`src/rtl/axis_frame_src.sv`:
```
// AXI4-Stream video frame source: emits width x height frames with tuser on the
// first pixel and tlast on each line end, fully registered and back-pressure aware.
module axis_frame_src #(
  parameter int C_PIXEL_WIDTH = 8,
  parameter int C_IMG_WBITS   = 12,
  parameter int C_IMG_HBITS   = 12
) (
  input  logic                     clk,
  input  logic                     resetn,
  input  logic                     enable,
  input  logic [C_IMG_WBITS-1:0]   img_width,
  input  logic [C_IMG_HBITS-1:0]   img_height,
  input  logic [1:0]               pattern,
  output logic                     m_axis_tvalid,
  output logic [C_PIXEL_WIDTH-1:0] m_axis_tdata,
  output logic                     m_axis_tuser,
  output logic                     m_axis_tlast,
  input  logic                     m_axis_tready,
  output logic                     busy,
  output logic                     frame_done,
  output logic [7:0]               frame_cnt
);

  typedef enum logic {IDLE, ACTIVE} state_t;

  state_t                   state_reg, state_next;
  logic [C_IMG_WBITS-1:0]   x_reg, x_next, w_reg, w_next, w_last;
  logic [C_IMG_HBITS-1:0]   y_reg, y_next, h_reg, h_next, h_last;
  logic [1:0]               pat_reg, pat_next;
  logic [7:0]               base_reg, base_next;
  logic [7:0]               cnt_reg, cnt_next;
  logic                     tvalid_reg, tvalid_next;
  logic [C_PIXEL_WIDTH-1:0] tdata_reg, tdata_next;
  logic                     tuser_reg, tuser_next;
  logic                     tlast_reg, tlast_next;
  logic                     done_reg, done_next;
  logic                     frame_end;

  // Truncating each operand first gives the same result as truncating the sum.
  function automatic logic [C_PIXEL_WIDTH-1:0] pixel_value(
    input logic [C_IMG_WBITS-1:0] x,
    input logic [C_IMG_HBITS-1:0] y,
    input logic [1:0]             pat,
    input logic [7:0]             base
  );
    logic [C_PIXEL_WIDTH-1:0] v;
    case (pat)
      2'd0:    v = C_PIXEL_WIDTH'(x);
      2'd1:    v = C_PIXEL_WIDTH'(y);
      2'd2:    v = C_PIXEL_WIDTH'(x) + C_PIXEL_WIDTH'(y);
      default: v = C_PIXEL_WIDTH'(base);
    endcase
    return v;
  endfunction

  assign w_last = w_reg - C_IMG_WBITS'(1);
  assign h_last = h_reg - C_IMG_HBITS'(1);

  always_comb begin
    state_next  = state_reg;
    x_next      = x_reg;
    y_next      = y_reg;
    w_next      = w_reg;
    h_next      = h_reg;
    pat_next    = pat_reg;
    base_next   = base_reg;
    cnt_next    = cnt_reg;
    tvalid_next = tvalid_reg;
    tdata_next  = tdata_reg;
    tuser_next  = tuser_reg;
    tlast_next  = tlast_reg;
    done_next   = 1'b0;
    frame_end   = 1'b0;
    case (state_reg)
      IDLE: begin
        if (enable && (img_width != '0) && (img_height != '0)) begin
          state_next  = ACTIVE;
          w_next      = img_width;
          h_next      = img_height;
          pat_next    = pattern;
          base_next   = cnt_reg;
          x_next      = '0;
          y_next      = '0;
          tvalid_next = 1'b1;
          tdata_next  = pixel_value('0, '0, pattern, cnt_reg);
          tuser_next  = 1'b1;
          tlast_next  = (img_width == C_IMG_WBITS'(1));
        end
      end
      ACTIVE: begin
        if (m_axis_tready) begin
          if (x_reg != w_last) begin
            x_next = x_reg + C_IMG_WBITS'(1);
          end else begin
            x_next = '0;
            if (y_reg != h_last) y_next = y_reg + C_IMG_HBITS'(1);
            else                 frame_end = 1'b1;
          end
          if (frame_end) begin
            state_next  = IDLE;
            x_next      = '0;
            y_next      = '0;
            tvalid_next = 1'b0;
            tdata_next  = '0;
            tuser_next  = 1'b0;
            tlast_next  = 1'b0;
            done_next   = 1'b1;
            cnt_next    = cnt_reg + 8'd1;
          end else begin
            // Pixel (0,0) is only ever presented at frame start, never after a handshake.
            tdata_next = pixel_value(x_next, y_next, pat_reg, base_reg);
            tuser_next = 1'b0;
            tlast_next = (x_next == w_last);
          end
        end
      end
      default: state_next = IDLE;
    endcase
  end

  always_ff @(posedge clk or negedge resetn) begin
    if (!resetn) begin
      state_reg  <= IDLE;
      x_reg      <= '0;
      y_reg      <= '0;
      w_reg      <= '0;
      h_reg      <= '0;
      pat_reg    <= '0;
      base_reg   <= '0;
      cnt_reg    <= '0;
      tvalid_reg <= 1'b0;
      tdata_reg  <= '0;
      tuser_reg  <= 1'b0;
      tlast_reg  <= 1'b0;
      done_reg   <= 1'b0;
    end else begin
      state_reg  <= state_next;
      x_reg      <= x_next;
      y_reg      <= y_next;
      w_reg      <= w_next;
      h_reg      <= h_next;
      pat_reg    <= pat_next;
      base_reg   <= base_next;
      cnt_reg    <= cnt_next;
      tvalid_reg <= tvalid_next;
      tdata_reg  <= tdata_next;
      tuser_reg  <= tuser_next;
      tlast_reg  <= tlast_next;
      done_reg   <= done_next;
    end
  end

  assign m_axis_tvalid = tvalid_reg;
  assign m_axis_tdata  = tdata_reg;
  assign m_axis_tuser  = tuser_reg;
  assign m_axis_tlast  = tlast_reg;
  assign busy          = (state_reg == ACTIVE);
  assign frame_done    = done_reg;
  assign frame_cnt     = cnt_reg;

endmodule
```
`config.mk`:
```
export PLATFORM = sky130hd
export DESIGN_NAME = axis_frame_src
export DESIGN_NICKNAME = d
export VERILOG_FILES = /design/src/rtl/axis_frame_src.sv
export SDC_FILE = /design/constraint.sdc
export NUM_CORES = 1
export LEC_CHECK = 0
export ABC_AREA = 1
export ABC_CLOCK_PERIOD_IN_PS = 7800
export CAP_MARGIN = 30
export CORE_MARGIN = 3
export CORE_UTILIZATION = 25
export DETAILED_ROUTE_END_ITERATION = 7
export PLACE_DENSITY = 0.48
export SYNTH_ARGS = -nofsm -noshare
export SYNTH_HDL_FRONTEND = slang
export SYNTH_SLANG_ARGS = --single-unit
```
`constraint.sdc`:
```
create_clock -name clk -period 7.8 [get_ports clk]
set_input_delay 1.56 -clock clk [delete_from_list [all_inputs] [get_ports clk]]
set_output_delay 1.56 -clock clk [all_outputs]
set_load 0.02 [all_outputs]
```
== After elaboration in Yosys (flattened, before gate mapping) ==
Index checks and enable logic that the tools add are counted.
Operators by class
  equal/unequal tests: 13
  bitwise gates (word level): 1
  multiplexer cells: 41
  $add $sub $neg: 6
  reduce and logical (&&, ||, !) cells: 12
Operators with widths (count)
  12-bit 2-to-1 mux: 12
  12-bit one-hot mux with 2 select lines: 2
  8-bit 2-to-1 mux: 4
  12-bit by 1-bit adder with 12-bit output (second input constant): 2
  12-bit != test: 2
  8-bit one-hot mux with 3 select lines: 1
  12-bit nonzero test: 2
  12-bit by 1-bit subtractor with 12-bit output (second input constant): 2
  1-bit 2-to-1 mux: 17
  8-bit one-hot mux with 2 select lines: 1
  12-bit by 1-bit == test with 1-bit output (second input constant): 1
  12-bit == test: 1
  8-bit by 1-bit adder with 8-bit output (second input constant): 1
  8-bit adder: 1
  1-bit one-hot mux with 2 select lines: 4
  3-bit AND reduction: 2
  2-bit by 1-bit == test with 1-bit output (second input constant): 2
  2-bit == test (second input constant): 2
  2-bit zero test: 2
  2-bit != test (second input constant): 2
  2-bit AND reduction: 2
  4-bit AND reduction: 1
  3-bit by 1-bit != test with 1-bit output (second input constant): 1
  3-bit by 2-bit != test with 1-bit output (second input constant): 1
  4 further kinds: 5
Word-level totals
  logic and storage cells: 87
  input bits: 30
  flip-flop bits (word level): 79

== Depth between registers and ports, before layout ==
Gate-level depths: netlist of the first run.
  depth in word-level cells: 11
  gate-level depth with buffers: 29
  depth with buffers taken out: 29

== Least setup slack after synthesis of the first run ==
OpenSTA, ideal clock, no wires.
  kind: register -> register
  from: reg w_reg[0]
  to: reg tdata_reg[7], in the netlist m_axis_tdata[7]
  path buffers: 0
  slack: 4.265 ns
  data arrival time: 3.458 ns
  cell stages (with the launch flop): 30
  period minus slack after synthesis: 3.535 ns
  library setup time: 0.077 ns
  cell sequence: dfrtp_1 > inv_2 > ha_1 > inv_1 > nand2_1 > nand2_1 > nand2_1 > nand2_2 > nor2_4 > nand3_2 > nor2_4 > nand3_4 > nor2_8 > nand2_4 > nor2_4 > nand2_2 > nor2_2 > nand2_1 > xor2_1 > inv_1 > ha_1 > nand2_1 > inv_1 > a221oi_1 > nand2_1 > nand2_1 > nand3_1 > nand2_1 > nand2_1 > a21oi_1
Between the ends
  word-level cells in the longest chain between the ends: 10
  elaborated cells on any way between the ends: 16
  those cells by class: add/sub (2); eq/ne (1); mux (13)
RTL lines
  from (decl): line 27  | logic [C_IMG_WBITS-1:0] x_reg, x_next, w_reg, w_next, w_last;
  from (signal assigned): line 140  | w_reg <= w_next;
  12-bit by 1-bit subtractor with 12-bit output *: line 56  | assign w_last = w_reg - C_IMG_WBITS'(1);
  12-bit != test *: line 92  | if (x_reg != w_last) begin
  12-bit 2-to-1 mux: line 92
  12-bit 2-to-1 mux: line 91  | if (m_axis_tready) begin
  12-bit 2-to-1 mux: line 74  | case (state_reg)
  8-bit adder: line 50  | 2'd2: v = C_PIXEL_WIDTH'(x) + C_PIXEL_WIDTH'(y);
  8-bit one-hot mux with 3 select lines: line 47  | case (pat)
  8-bit 2-to-1 mux *: line 99  | if (frame_end) begin
  8-bit 2-to-1 mux *: line 91
  8-bit one-hot mux with 2 select lines *: line 74
  to (signal assigned): line 146  | tdata_reg <= tdata_next;
  to (decl): line 33  | logic [C_PIXEL_WIDTH-1:0] tdata_reg, tdata_next;
Every way passes the cells marked *; elsewhere a longest branch is shown, timed or not. The select of a mux whose other input is x is not followed.
A chain may end at the register's enable or synchronous reset.

== Worst setup path in the final report of the first run ==
Ends and elaborated chain as after synthesis.

==> impl_metrics.json, run 1 <==
{
  "status": "completed",
  "place_inst": 1135,
  "whs_ns": 0.479,
  "ctsResizeCount": 0,
  "power_mw": 1.38,
  "final_cell_count_no_fill": 1151,
  "root_buffer": "clkbuf_16",
  "htreeDepth": 3,
  "grt_remaining_overflow": 0,
  "place_area_mm2": 0.00652,
  "via_count": 5446,
  "clk_pin_slew_worst_paths_ns": 0.07,
  "wl_per_cell_um": 15.0,
  "cts_post_setup_buffers_inserted": 0,
  "cts_hold_buf": 0,
  "die_w_um": 157,
  "rsz0062_at_grt": "no",
  "synth_seq_cells": 79,
  "max_freq_ghz": 0.248,
  "vias_per_cell": 4.73,
  "power.leakage_nw": 3.22,
  "finalSetupTns_ns": 0,
  "gr-max-usage-layer": "met2",
  "num_rows": 54,
  "io_buffers": 50,
  "required_ns": 8.08,
  "ir_drop_mv": 0.103,
  "fin_crit_sh_pct": 51.7,
  "slowest_delay_ns": 0.43,
  "grt_use_met3_pct": 2.35,
  "wl_mm": 17.2,
  "synth.most_common_cell": "nand2_1",
  "final_area_mm2": 0.00685,
  "io_pins": 51,
  "met2_usage_pct": 23.1,
  "cp_slowest_cell": "dfrtp_1",
  "syn_nets": 860,
  "critPathLaunchType": "flop",
  "arrival_ns": 4.31,
  "path_class": "reg -> reg",
  "synth-edff-count": 0,
  "ys.flop_type": "dfrtp_1",
  "first_iter_violations": 358,
  "grt_first_pass_wirelength_mm": 27.8,
  "nNetsFinal": 908,
  "grt_max_degree": 66,
  "antenna_found_initial": 0,
  "ys_seq_area_share_pct": 34.8,
  "die_y_um": 157,
  "core-area_mm2": 0.0221,
  "post-route-min-period_ns": 4.03,
  "critPathMaxFanout": 9,
  "ys_types": 43,
  "diodes": 0,
  "yosysWarningCount": 0,
  "yosys.area.top_type_share_pct": 34.8,
  "syn_inst": 818,
  "dp_hpwl_mm": 13.6,
  "powerDensity_mw_per_mm2": 202,
  "drive_gt1_share_pct": 8.61,
  "endpoint_kind": "flop",
  "finalSetupViolCount": 0,
  "grtUsageMet1_pct": 20.3,
  "num-fill-cells": 2400,
  "syn_area_mm2": 0.00568,
  "path_common_cell": "nand2_1",
  "hold_violations": 0,
  "start_util_pct": 25.7,
  "die-area_mm2": 0.0246,
  "drtAntennaViolNets": 0,
  "clock_latency_ns": 0.35,
  "drv_slew": 0,
  "clock_skew_ns": 0.0104,
  "worst_pin_slew_ns": 0.854,
  "drv_cap": 0,
  "syn_to_final_growth_pct": 20.5,
  "synthArstFlopShare_pct": 100,
  "synth.area.top_cells": "dfrtp_1 (35%), nand2_1 (13%), inv_1 (7.2%), nor2_1 (6.0%), nand3_1 (5.7%)",
  "cts_tree": "done",
  "synth_common_cells": "nand2_1 (197), inv_1 (109), nor2_1 (91)",
  "syn_avg_cell_area_um2": 6.94,
  "place.gp.congestion": 0.855,
  "hp-class": "reg -> reg",
  "utilization_pct": 31.0,
  "slew_headroom_pct": 42.7,
  "grt_use_total_pct": 14.3,
  "firstDrtPassIters": 5,
  "cts_made_buffers": 9,
  "yosysTopAreaCell": "dfrtp_1",
  "pre_cts_slack_ns": 3.44,
  "clock-sinks": 79,
  "drc": 0,
  "clock_path_buffers": 2,
  "grt_pass1_vias": 5235,
  "timing.final.ws_setup_ns": 3.77
}
[cell families after synthesis]
family                     after synthesis  synth area share [%]
and+or+nand+nor                        432                  35.1
buffers and inverters                  132                  8.81
AOI/OAI and AO/OA                      123                  12.2
DFF                                     79                  34.8
xor gates and xnor gates                34                  5.24
adders and majority gates               12                  2.64
muxes                                    6                  1.19
[power by group]
part | internal (mW) | switching, mW | total (mW)
logic | 0.155 | 0.270 | 0.425
registers | 0.446 | 0.0402 | 0.486
clock network | 0.283 | 0.188 | 0.471
total | 0.884 | 0.498 | 1.38
[cell type report]
cell class	instances	area (um^2)	area share (%)
clock buffer	10	229	3.34
clock inverter	6	93.8	1.37
inverter	116	435	6.36
multi-input combinational	607	3220	47.0
sequential	79	1980	28.9
tap	280	350	5.12
timing repair buffer	53	541	7.90
[per-layer routing]
metal  vias to the layer above  routed length, um  part of all wire [%]
li1                       2756                  -                     -
met1                      2563               8540                    50
met2                       118               7940                    46
met3                         9                612                   3.6
met4                         0                138                  0.80
met5                         -                  0                     0
[path summary, 6_finish.rpt]
path | slack [ns] | from | end | cells past startpoint
max | 3.77 | w_reg[0] | m_axis_tdata[7] | 29
min | 0.48 | m_axis_tvalid | m_axis_tvalid | 2
max reg2reg | 3.77 | w_reg[0] | m_axis_tdata[7] | 29
min reg2reg | 0.48 | m_axis_tvalid | m_axis_tvalid | 2
max in group asynchronous | 6.04 | resetn | w_reg[10] | 2
min in group asynchronous | 1.13 | resetn | base_reg[5] | 1
[placed cells by master (no fill, tap or decap), types with 3 or more instances in the layout]
master	Yosys	layout
nand2_1	197	197
inv_1	109	109
nor2_1	91	91
dfrtp_1	79	79
nand3_1	65	65
clkdlybuf4s50_1	0	49
o21ai_0	44	44
a21oi_1	41	41
xor2_1	27	27
nand4_1	14	14
nor3_1	14	14
nand2_2	13	13
o22ai_1	13	13
ha_1	12	12
nor2_4	9	9
clkbuf_16	0	9
inv_2	7	7
xnor2_1	7	7
nor4_1	7	7
mux2_2	6	6
nand3_2	5	5
nor2_2	5	5
o21ai_1	5	5
a31oi_1	4	4
nand2_4	3	3
a211oi_1	3	3
o211ai_1	3	3
o32ai_1	3	3
buf_4	1	3
[critical path: cells and delay by family (launching register included)]
kind            cells  cell delay, ns
simple gates       20            1.82
fa+ha+maj           2            0.65
flops               1            0.43
compound gates      2            0.43
buf+inv             4            0.36
xor+xnor            1            0.26
Note: power is estimated with default switching activity, not from simulation.
==> run 2: changes to the inputs <==
ABC_CLOCK_PERIOD_IN_PS = 3250   (was 7800)
PLACE_DENSITY = 0.5   (was 0.48)
clock period = 3.25 ns   (was 7.8 ns; I/O delays follow)
==> impl_metrics.json, run 2 (same netlist as run 1, synthesis figures left out) <==
{
  "status": "finished with violations",
  "violations": "setup timing",
  "grt_first_pass_wirelength_mm": 30.0,
  "mostFrequentLayoutCell": "nand2_1",
  "power.leakage_nw": 3.87,
  "wl_per_cell_um": 14.4,
  "max_freq_ghz": 0.290,
  "clock_path_buffers": 2,
  "clk_pin_slew_worst_paths_ns": 0.07,
  "start_util_pct": 25.7,
  "clock-sinks": 79,
  "arrival_ns": 3.74,
  "first_iter_violations": 301,
  "worst_pin_slew_ns": 0.574,
  "vias_per_cell": 4.60,
  "clock_skew_ns": 0.0150,
  "die_w_um": 157,
  "drive_gt1_share_pct": 26.6,
  "firstDrtPassIters": 5,
  "critPathMaxFanout": 4,
  "slew_headroom_pct": 61.4,
  "cts_hold_buf": 0,
  "rsz0062_at_grt": "yes",
  "required_ns": 3.54,
  "hold_violations": 0,
  "die_y_um": 157,
  "post-route-min-period_ns": 3.45,
  "endpoint_kind": "flop",
  "drv_slew": 0,
  "drc": 0,
  "finalSetupViolCount": 5,
  "grt_max_degree": 50,
  "whs_ns": 0.246,
  "nNetsFinal": 1039,
  "die-area_mm2": 0.0246,
  "dp_hpwl_mm": 14.4,
  "core-area_mm2": 0.0221,
  "hp-class": "in -> async",
  "mostFrequentLayoutCells": "nand2_1 (183), buf_4 (128), inv_1 (103)",
  "num_rows": 54,
  "diodes": 0,
  "cts_tree": "done",
  "drv_cap": 0,
  "timing.final.ws_setup_ns": -0.204,
  "grt_pass1_vias": 5846,
  "cts_made_buffers": 9,
  "root_buffer": "clkbuf_16",
  "place.gp.congestion": 0.889,
  "powerDensity_mw_per_mm2": 458,
  "via_count": 5898,
  "grt_remaining_overflow": 0,
  "grt_use_total_pct": 15.3,
  "critPathLaunchType": "flop",
  "drtAntennaViolNets": 0,
  "clock_latency_ns": 0.36,
  "io_pins": 51,
  "num-fill-cells": 2363,
  "syn_to_final_growth_pct": 43.9,
  "ir_drop_mv": 0.240,
  "antenna_found_initial": 0,
  "fin_crit_sh_pct": 106,
  "io_buffers": 50,
  "finalSetupTns_ns": -0.578,
  "path_class": "reg -> reg",
  "htreeDepth": 3,
  "wl_mm": 18.5
}
run 2: cell count changes in the layout (fill, tap and decap cells not counted), moves of 7 or more:
cell     previous run  this run
ha_4                0         8
nand3_1            65        57
o21ai_0            44        37
nand2_2            13        26
ha_1               12         4
nand2_1           197       183
buf_4               3       128
run 2: metrics by stage:
| step | area (um^2) | worst slack [ns] | util [%] | power [mW] | instances |
|---|---|---|---|---|---|
| 2_1_floorplan | 5720 | -0.0108 | - | 1.86 | 818 |
| 3_3_place_gp | 7500 | -0.267 | 33.9 | 2.54 | 1258 |
| 3_5_place_dp | 7500 | -0.286 | 33.9 | 2.53 | 1258 |
| 4_1_cts | 7820 | -0.205 | 35.4 | 3.58 | 1275 |
| 5_1_grt | 8170 | -0.502 | 37.0 | 3.99 | 1282 |
| 6_report | 8170 | -0.204 | 37.0 | 3.74 | 1282 |
run 2: repair_timing:
action | CTS | global route
gates resized for setup | 9 | 71
pin swaps | 4 | 30
endpoints found under the setup margin | 7 | 9
buffers inserted | 1 | 7
gates cloned | 0 | 0
run 2: area by class of cell:
cell class,count,area [um^2],share of cell area [%]
multi-input combinational,607,3570,43.6
clock inverter,7,58.8,0.720
clock buffer,9,225,2.76
timing repair buffer,184,1560,19.0
tap,280,350,4.29
inverter,116,435,5.33
sequential,79,1980,24.2
run 2: report_power, final:
part / switching [mW] / leakage (nW) / internal, mW
Clock: 0.479 / 0.139 / 0.533
Sequential: 0.0786 / 0.937 / 1.07
Combinational: 0.830 / 2.80 / 0.750
Total: 1.39 / 3.87 / 2.35
run 2: routing by layer:
metal	part of all wire (%)	wire length [um]	up-vias	GRT usage (%)
li1	-	-	3014	-
met1	49	9040	2760	21.3
met2	46	8550	111	24.8
met3	3.9	729	13	3.10
met4	0.99	184	0	3.21
met5	0	0	-	0
run 2: worst paths after layout:
| path | from | end | slack, ns | cells past startpoint |
|---|---|---|---|---|
| setup / recovery | w_reg[1] | m_axis_tdata[7] | -0.20 | 26 |
| hold / removal | resetn | base_reg[2] | 0.25 | 1 |
| setup reg to reg | w_reg[1] | m_axis_tdata[7] | -0.20 | 26 |
| hold reg to reg | m_axis_tuser | m_axis_tuser | 0.48 | 2 |
| max in group asynchronous | resetn | w_reg[3] | 2.26 | 2 |
| min in group clk | m_axis_tuser | m_axis_tuser | 0.48 | 2 |
run 2: critical path, cell delays in order, from the launching register on:
cell and delay, ns:
dfrtp_1 0.39, buf_4 0.15, nor2_4 0.18, nand2_4 0.10, o21ai_4 0.17, nand2_2 0.07
buf_4 0.14, nand2_1 0.05, nand2_1 0.06, nor2_2 0.11, nand2_2 0.09, nor2_8 0.15
nand2_4 0.06, nor2_4 0.09, buf_4 0.13, buf_6 0.09, a21oi_4 0.06, nor2_4 0.17
ha_4 0.23, a21o_1 0.19, a221oi_2 0.27, nand2_1 0.08, nand2_1 0.06, nand3_1 0.06
nand2_1 0.07, nand2_1 0.05, a21oi_2 0.11
